### config.mk
export PLATFORM = sky130hd
export DESIGN_NAME = clock_set_controller
export DESIGN_NICKNAME = d
export VERILOG_FILES = /design/src/rtl/vericlock_pkg.sv /design/src/rtl/btn_repeat.sv /design/src/rtl/clock_set_controller.sv
export SDC_FILE = /design/constraint.sdc
export NUM_CORES = 1
export LEC_CHECK = 0
export BUFFER_PORTS_ARGS = -buffer_cell sky130_fd_sc_hd__buf_2
export CAP_MARGIN = 40
export CELL_PAD_IN_SITES_DETAIL_PLACEMENT = 0
export CELL_PAD_IN_SITES_GLOBAL_PLACEMENT = 1
export CORE_UTILIZATION = 44
export CTS_BUF_LIST = sky130_fd_sc_hd__clkbuf_4 sky130_fd_sc_hd__clkbuf_8
export CTS_CLUSTER_DIAMETER = 120
export DETAILED_ROUTE_END_ITERATION = 12
export GPL_TIMING_DRIVEN = 0
export PLACE_DENSITY = 0.76
export SETUP_SLACK_MARGIN = 0.4
export SLEW_MARGIN = 10
export SYNTH_ARGS = -nofsm -noshare
export SYNTH_HDL_FRONTEND = slang
export SYNTH_SLANG_ARGS = --single-unit
### constraint.sdc
create_clock -name clk_100MHz -period 2.2 [get_ports clk_100MHz]
set_clock_uncertainty 0.1 [all_clocks]
set_input_delay 0 -clock clk_100MHz [delete_from_list [all_inputs] [get_ports clk_100MHz]]
set_output_delay 0 -clock clk_100MHz [all_outputs]
set_load 0.05 [all_outputs]
### src/rtl/vericlock_pkg.sv
// Shared definitions for the clock/calendar setting path: state encoding, field indices
// and per-field digit blink masks.
package vericlock_pkg;

   typedef enum logic [2:0] {
      ST_RUN       = 3'd0,
      ST_SET_HOUR  = 3'd1,
      ST_SET_MIN   = 3'd2,
      ST_SET_SEC   = 3'd3,
      ST_SET_DAY   = 3'd4,
      ST_SET_MONTH = 3'd5,
      ST_SET_YEAR  = 3'd6
   } state_t;

   localparam int NUM_FIELDS = 6;

   localparam logic [2:0] FLD_SEC   = 3'd0;
   localparam logic [2:0] FLD_MIN   = 3'd1;
   localparam logic [2:0] FLD_HOUR  = 3'd2;
   localparam logic [2:0] FLD_DAY   = 3'd3;
   localparam logic [2:0] FLD_MONTH = 3'd4;
   localparam logic [2:0] FLD_YEAR  = 3'd5;

   localparam logic [7:0] MASK_HOUR_DAY  = 8'b0000_0011;
   localparam logic [7:0] MASK_MIN_MONTH = 8'b0000_1100;
   localparam logic [7:0] MASK_SEC       = 8'b0011_0000;
   localparam logic [7:0] MASK_YEAR      = 8'b1100_0000;

   function automatic logic [2:0] field_of(state_t s);
      case (s)
         ST_SET_HOUR:  field_of = FLD_HOUR;
         ST_SET_MIN:   field_of = FLD_MIN;
         ST_SET_DAY:   field_of = FLD_DAY;
         ST_SET_MONTH: field_of = FLD_MONTH;
         ST_SET_YEAR:  field_of = FLD_YEAR;
         default:      field_of = FLD_SEC;
      endcase
   endfunction

   function automatic logic [7:0] mask_of(state_t s);
      case (s)
         ST_SET_HOUR, ST_SET_DAY:  mask_of = MASK_HOUR_DAY;
         ST_SET_MIN, ST_SET_MONTH: mask_of = MASK_MIN_MONTH;
         ST_SET_SEC:               mask_of = MASK_SEC;
         ST_SET_YEAR:              mask_of = MASK_YEAR;
         default:                  mask_of = 8'h00;
      endcase
   endfunction

endpackage

### src/rtl/btn_repeat.sv
// Button edge detector with hold-to-auto-repeat. Produces a combinational strobe request
// on the press edge, after HOLD_CYCLES of holding, then every REPEAT_CYCLES.
module btn_repeat #(
   parameter int HOLD_CYCLES   = 50_000_000,
   parameter int REPEAT_CYCLES = 20_000_000,
   parameter int CNT_W         = 26
) (
   input  logic clk,
   input  logic reset,
   input  logic btn,
   input  logic clear,
   output logic rise,
   output logic strobe
);

   localparam logic [CNT_W-1:0] HOLD_LAST = CNT_W'(HOLD_CYCLES - 1);
   localparam logic [CNT_W-1:0] HOLD_FULL = CNT_W'(HOLD_CYCLES);
   localparam logic [CNT_W-1:0] REP_LAST  = CNT_W'(REPEAT_CYCLES - 1);

   logic             prev;
   logic             blocked;
   logic [CNT_W-1:0] hold_cnt;
   logic [CNT_W-1:0] rep_cnt;
   logic             holding;
   logic             hold_hit;
   logic             rep_hit;

   assign rise     = btn & ~prev;
   assign holding  = (hold_cnt == HOLD_FULL);
   assign hold_hit = btn & ~blocked & (hold_cnt == HOLD_LAST);
   assign rep_hit  = btn & ~blocked & holding & (rep_cnt == REP_LAST);
   assign strobe   = ~clear & ~blocked & (rise | hold_hit | rep_hit);

   // A clear while the button is down blocks it until released, so a held button
   // never carries over into whatever the clear switched to.
   always_ff @(posedge clk) begin
      if (reset) begin
         prev     <= 1'b0;
         blocked  <= 1'b0;
         hold_cnt <= '0;
         rep_cnt  <= '0;
      end else begin
         prev    <= btn;
         blocked <= clear ? btn : (blocked & btn);
         if (clear || !btn || blocked) begin
            hold_cnt <= '0;
            rep_cnt  <= '0;
         end else if (!holding) begin
            hold_cnt <= hold_cnt + 1'b1;
         end else if (rep_hit) begin
            rep_cnt <= '0;
         end else begin
            rep_cnt <= rep_cnt + 1'b1;
         end
      end
   end

endmodule

### src/rtl/clock_set_controller.sv
// Clock/calendar setting sequencer: field-select FSM, increment strobes with auto-repeat,
// display view steering, digit blink mask and inactivity timeout back to RUN.
module clock_set_controller
   import vericlock_pkg::*;
#(
   parameter int HOLD_CYCLES       = 50_000_000,
   parameter int REPEAT_CYCLES     = 20_000_000,
   parameter int BLINK_HALF_CYCLES = 25_000_000,
   parameter int TIMEOUT_SEC       = 10,
   parameter int CNT_W             = 26
) (
   input  logic       clk_100MHz,
   input  logic       reset,
   input  logic       btn_mode,
   input  logic       btn_up,
   input  logic       view_sw,
   input  logic       tick_1Hz,
   output logic       inc_sec,
   output logic       inc_min,
   output logic       inc_hour,
   output logic       inc_day,
   output logic       inc_month,
   output logic       inc_year,
   output logic       run_tick_en,
   output logic       datetime,
   output logic [7:0] blink_mask,
   output logic       setting
);

   localparam int               TO_W       = $clog2(TIMEOUT_SEC + 1);
   localparam logic [TO_W-1:0]  TO_LIMIT   = TO_W'(TIMEOUT_SEC);
   localparam logic [CNT_W-1:0] BLINK_LAST = CNT_W'(BLINK_HALF_CYCLES - 1);

   state_t                state;
   state_t                state_next;
   logic                  mode_prev;
   logic                  mode_rise;
   logic                  up_rise;
   logic                  up_strobe;
   logic                  rpt_clear;
   logic                  in_set;
   logic                  timeout_hit;
   logic [TO_W-1:0]       to_cnt;
   logic [CNT_W-1:0]      blink_cnt;
   logic                  blink_phase;
   logic [NUM_FIELDS-1:0] inc_q;

   assign in_set      = (state != ST_RUN);
   assign mode_rise   = btn_mode & ~mode_prev;
   assign timeout_hit = in_set & ~mode_rise & (to_cnt == TO_LIMIT);
   // Mode presses and timeouts both discard any press or repeat of btn_up in flight.
   assign rpt_clear   = ~in_set | mode_rise | timeout_hit;

   btn_repeat #(
      .HOLD_CYCLES   (HOLD_CYCLES),
      .REPEAT_CYCLES (REPEAT_CYCLES),
      .CNT_W         (CNT_W)
   ) u_up_repeat (
      .clk    (clk_100MHz),
      .reset  (reset),
      .btn    (btn_up),
      .clear  (rpt_clear),
      .rise   (up_rise),
      .strobe (up_strobe)
   );

   always_ff @(posedge clk_100MHz) begin
      if (reset) begin
         state     <= ST_RUN;
         mode_prev <= 1'b0;
      end else begin
         state     <= state_next;
         mode_prev <= btn_mode;
      end
   end

   always_comb begin
      state_next = state;
      if (mode_rise) begin
         case (state)
            ST_RUN:       state_next = ST_SET_HOUR;
            ST_SET_HOUR:  state_next = ST_SET_MIN;
            ST_SET_MIN:   state_next = ST_SET_SEC;
            ST_SET_SEC:   state_next = ST_SET_DAY;
            ST_SET_DAY:   state_next = ST_SET_MONTH;
            ST_SET_MONTH: state_next = ST_SET_YEAR;
            default:      state_next = ST_RUN;
         endcase
      end else if (timeout_hit) begin
         state_next = ST_RUN;
      end
   end

   // Any button edge counts as activity and restarts the inactivity timeout.
   always_ff @(posedge clk_100MHz) begin
      if (reset || !in_set || mode_rise || up_rise) begin
         to_cnt <= '0;
      end else if (tick_1Hz && (to_cnt != TO_LIMIT)) begin
         to_cnt <= to_cnt + 1'b1;
      end
   end

   always_ff @(posedge clk_100MHz) begin
      if (reset || !in_set) begin
         blink_cnt   <= '0;
         blink_phase <= 1'b0;
      end else if (blink_cnt == BLINK_LAST) begin
         blink_cnt   <= '0;
         blink_phase <= ~blink_phase;
      end else begin
         blink_cnt <= blink_cnt + 1'b1;
      end
   end

   always_ff @(posedge clk_100MHz) begin
      if (reset) begin
         inc_q <= '0;
      end else begin
         inc_q <= '0;
         if (up_strobe) begin
            inc_q[field_of(state)] <= 1'b1;
         end
      end
   end

   assign inc_sec   = inc_q[FLD_SEC];
   assign inc_min   = inc_q[FLD_MIN];
   assign inc_hour  = inc_q[FLD_HOUR];
   assign inc_day   = inc_q[FLD_DAY];
   assign inc_month = inc_q[FLD_MONTH];
   assign inc_year  = inc_q[FLD_YEAR];

   always_comb begin
      datetime = view_sw;
      case (state)
         ST_SET_HOUR, ST_SET_MIN, ST_SET_SEC:   datetime = 1'b1;
         ST_SET_DAY, ST_SET_MONTH, ST_SET_YEAR: datetime = 1'b0;
         default:                               datetime = view_sw;
      endcase
   end

   assign run_tick_en = (state != ST_SET_SEC);
   assign setting     = in_set;
   assign blink_mask  = (blink_phase && !btn_up) ? mask_of(state) : 8'h00;

endmodule

==> reports/results.txt <==
In this run the worst path has a maximum fanout of 10. The biggest area contributor in the post-synthesis netlist is sky130_fd_sc_hd__dfxtp_1. The synthesis warning total was 0. The cell count after placement was 683; the portion of total power attributed to sequential cells was 56.7%. The tools report the source-to-sink clock delay at the later pin of the worst-skew pair as 0.38 ns.

Headroom to the max-slew limit came out at 42.39%. The routed wire length on met3 is 432 microns. After floorplanning, the core was divided into 36 placement rows. The average cell area after synthesis was 8.633 sq um. The cell-internal power was 2347 uW. The tools report the count of final setup violators as 30. Sequential elements use 41.72% of the synthesized area.

The instance count of the mapped netlist came out at 528. Startpoint of the most critical setup path: u_up_repeat.hold_cnt[11]. The die is 103.8 microns tall. The total global routing overflow was 0; the area of the core region was 0.009910 sq mm. The logs give 44 for the distinct cell type count of the synthesized netlist and 818 for the count of filler cells inserted in the layout.

The power per cell area is 477.1 mW/mm^2, and the number of endpoints with negative hold slack in the final report is 0. The flow ran to the end, but the final reports show violations. The final number of max-transition violations was 0; the delay of the slowest cell on the worst path was 0.54 ns. The number of enable-type register cells in the synthesized netlist was 0. During placement, the flow inserted port buffers numbering 21. Summed over all nets, wire length on met2 after detailed routing comes to 5312 microns.

0 antenna diodes ended up in the layout. The routed layout has 3991 vias. The overall die width works out to 103.8 microns.

Based on the critical path, the design can be clocked at up to 0.4338 GHz. The startpoint identified for the worst register-to-register timing path is u_up_repeat.hold_cnt[11]. TritonCTS built the clock tree. The tools report the clock tree root buffer cell as sky130_fd_sc_hd__clkbuf_8. Across every metal layer, demand over resource in global routing totals 19.79%.

The tools report the initial antenna violation count as 0. Total die area: 0.01077 sq mm. Among all flip-flop cells after synthesis, the most frequent one is sky130_fd_sc_hd__dfxtp_1. The tools report the via count of the first global-routing pass as 3711. The worst setup path is captured at a register. The average wire per cell in the routed design is 14.44 microns, and the combined area of all synthesized cells is 0.004558 sq mm.

The run gives 10710 microns as the sum of routed wire length over all layers. The critical path class is reg -> reg. The final critical-path setup slack was -0.1050 ns; the first-iteration detailed-routing DRC count was 116. After synthesis the netlist holds a flip-flop and latch count of 95. In this run switching power makes up 23.08% of total power. The worst setup path is launched from a register. The logs give 0.7890 for the placer congestion estimate and -1.589 ns for the sum of negative setup slack. The number of optimization iterations in the first detailed-route pass was 4.

Summed over all nets, the switching power comes to 704.2 uW. For the wire length on met1, the log shows 4815 microns. For the effective utilization at floorplan, the log shows 46.00%. Worst vdd rail ir drop: 0.0003956 V. The path class of the tightest hold or removal check is in -> reg.

Relative to the synthesized area, the layout overhead comes to 40.32%. The H-tree depth came out at 3. For the pin with the worst max-slew slack, the measured transition is 0.8642 ns. The tools report the relative contribution of combinational cells to total power as 6.7%. The final critical-path share of the clock period was 104.8%; the maximum count of clock buffers along a single path was 2. Cell with the largest stage delay on the worst path: sky130_fd_sc_hd__or4b_4. The first global-routing pass estimated 17350 microns of wire.

For the worst setup path, the data required time is 2.37 ns. When the netlist entered floorplanning its net count stood at 540. Critical path arrival: 2.48 ns. The tools report the setup slack of the most critical reg-to-reg path as -0.11 ns. In this run, the clock network consumes 36.6% of the power. The worst register-to-register path has a depth of 7. Max-cap violations in this run came to 0. The checks that failed: negative setup slack.

In this run the top signal layer used is met4. Setup repair after global routing could not meet its margin everywhere. CTS saw 95 sinks. The remaining number of nets flagged by the antenna check after routing was 0. The average vias per placed instance came out at 5.379. The worst register-to-register path ends at u_up_repeat.rep_cnt[18].

The net count of the finished layout was 620; the clock-pin slew on the worst setup and hold paths was 0.09 ns. The final HPWL from detailed placement was 6597 microns; the final cell count without fillers was 742. In this run the biggest area consumer among cell types represents 41.72% of the synthesized area. After detailed routing, the number of remaining DRC violations is 0. In the post-synthesis netlist, the biggest area contributors are sky130_fd_sc_hd__dfxtp_1 (42%), sky130_fd_sc_hd__xnor2_1 (9.4%), sky130_fd_sc_hd__nor2_1 (7.6%). The async set or reset register ratio after synthesis is 0%, and the minimum period implied by the final worst setup slack is 2.305 ns. Cells with a size suffix above 1 make up 37.93% of the layout. The tools report the top-level I/O count as 23. The worst setup path endpoint is u_up_repeat.rep_cnt[18].

Traced cell by cell, the critical path runs through or4b_4 > or4_4 > buf_6 > buf_12 > nor4_4 > xnor2_1 > nor2_1. Entering global routing, the biggest net connects 14 pins. Summed over all cells, the static leakage comes to 0.002342 uW. The total clock buffers created by CTS came out at 9.
-- synthesized netlist by cell type (all sizes together), types with 13 or more instances --
| library cell | number |
|---|---|
| xnor2 | 49 |
| clkbuf | 18 |
| nand2 | 28 |
| dfxtp | 95 |
| nand3 | 23 |
| nand4 | 31 |
| nor2 | 93 |
| buf | 13 |
| nor4 | 26 |
| and3 | 13 |
| nor3 | 23 |
| xor2 | 28 |
-- logic make-up (layout without fill, tap and decap cells) --
family                   Yosys count  in the layout  share of synthesized area, %
buffers and inverters             40            121                         3.980
adder cells (fa/ha/maj)            6              6                         1.647
multiplexers                       1              1                        0.2196
XOR/XNOR                          77             77                         14.80
AO/OA/AOI/OAI                     15             15                         1.894
AND/OR/NAND/NOR                  294            294                         35.74
flip-flops                        95             95                         41.72
-- layout make-up --
type                    count  area, sq um  share of cell area [%]
clock buffers              10        137.6                   2.152
multi-input cells         393         3201                   50.04
repair buffers             69        580.6                   9.077
well taps                 133        166.4                   2.602
inverters                   9        36.28                  0.5673
clock inverters             2        35.03                  0.5477
flip-flops and latches     95         1939                   30.32
plain buffers              31        300.3                   4.695
-- metrics by stage --
step / area, sq um / power, uW / hold slack, ns / util, % / worst slack (ns)
after floorplan: 4708 / 1858 / 0.02818 / - / -0.0009390
after global placement: 4980 / 1886 / 0.1275 / 50.25 / -0.2829
after detailed placement: 4985 / 1888 / 0.1353 / 50.30 / -0.2788
after CTS: 5700 / 3025 / 0.03233 / 57.53 / -0.1108
after global routing: 6396 / 3167 / 0.05737 / 64.55 / -0.1862
final: 6396 / 3051 / 0.03294 / 64.55 / -0.1050
-- registers in the layout, summed over array words and instances, names as in the netlist, 3 cells and up --
signal,flops
u_up_repeat.rep_cnt,26
u_up_repeat.hold_cnt,26
state,3
inc_q,6
blink_cnt,26
to_cnt,4
-- layout by cell type, fill, tap and decap left out, drive strengths merged, types with 4 or more instances in the layout --
master and n:
buf 81, and4 12, inv 9, nor4 26
nand4 31, nand3 23, a21oi 8, and3 13
dlygate4sd3 5, and2 8, nand2b 10, clkbuf 24
xor2 28, ha 6, dfxtp 95, nor2b 4
xnor2 49, nor3 23, nand2 28, nor2 93
-- routing by layer --
metal / vias up / GRT usage [%]
li1: 1984 / -
met1: 1932 / 24.75
met2: 60 / 32.69
met3: 15 / 6.419
met4: 0 / 5.306
met5: - / 0
-- how the worst min path moves through the flow --
stage / from / to / slack (ns) / depth (start not counted)
after CTS: btn_up / to_cnt[3] / 0.03 / 4
after global routing: btn_up / to_cnt[0] / 0.06 / 4
final: btn_up / to_cnt[0] / 0.03 / 4
after detailed placement: btn_mode / mode_prev / 0.14 / 2
after global placement: btn_mode / mode_prev / 0.13 / 2
after floorplan: btn_mode / mode_prev / 0.03 / 1
-- power groups by stage --
stage | clock network (uW) | registers (uW) | logic [uW]
finish | 1120 | 1730 | 205
global placement | 0 | 1770 | 114
CTS | 1140 | 1730 | 148
global route | 1220 | 1730 | 219
floorplan | 0 | 1770 | 85.0
detailed placement | 0 | 1770 | 115
-- worst max-delay path: cells and delay by family, from the launching register on --
family / cells / cell delay [ns]
AND/OR/NAND/NOR: 4 / 1.31
XOR/XNOR: 1 / 0.15
flip-flops: 1 / 0.33
buffers and inverters: 2 / 0.32
-- what timing repair did --
| item | CTS | global route |
|---|---|---|
| gates cloned | 1 | 4 |
| setup buffers | 21 | 16 |
| gates resized for setup | 81 | 129 |
| hold endpoints to repair | 10 | 0 |
| setup endpoints to repair | 93 | 82 |
| hold buffers | 5 | 0 |
| pin swaps | 15 | 43 |
Note: power is estimated with default switching activity, not from simulation.
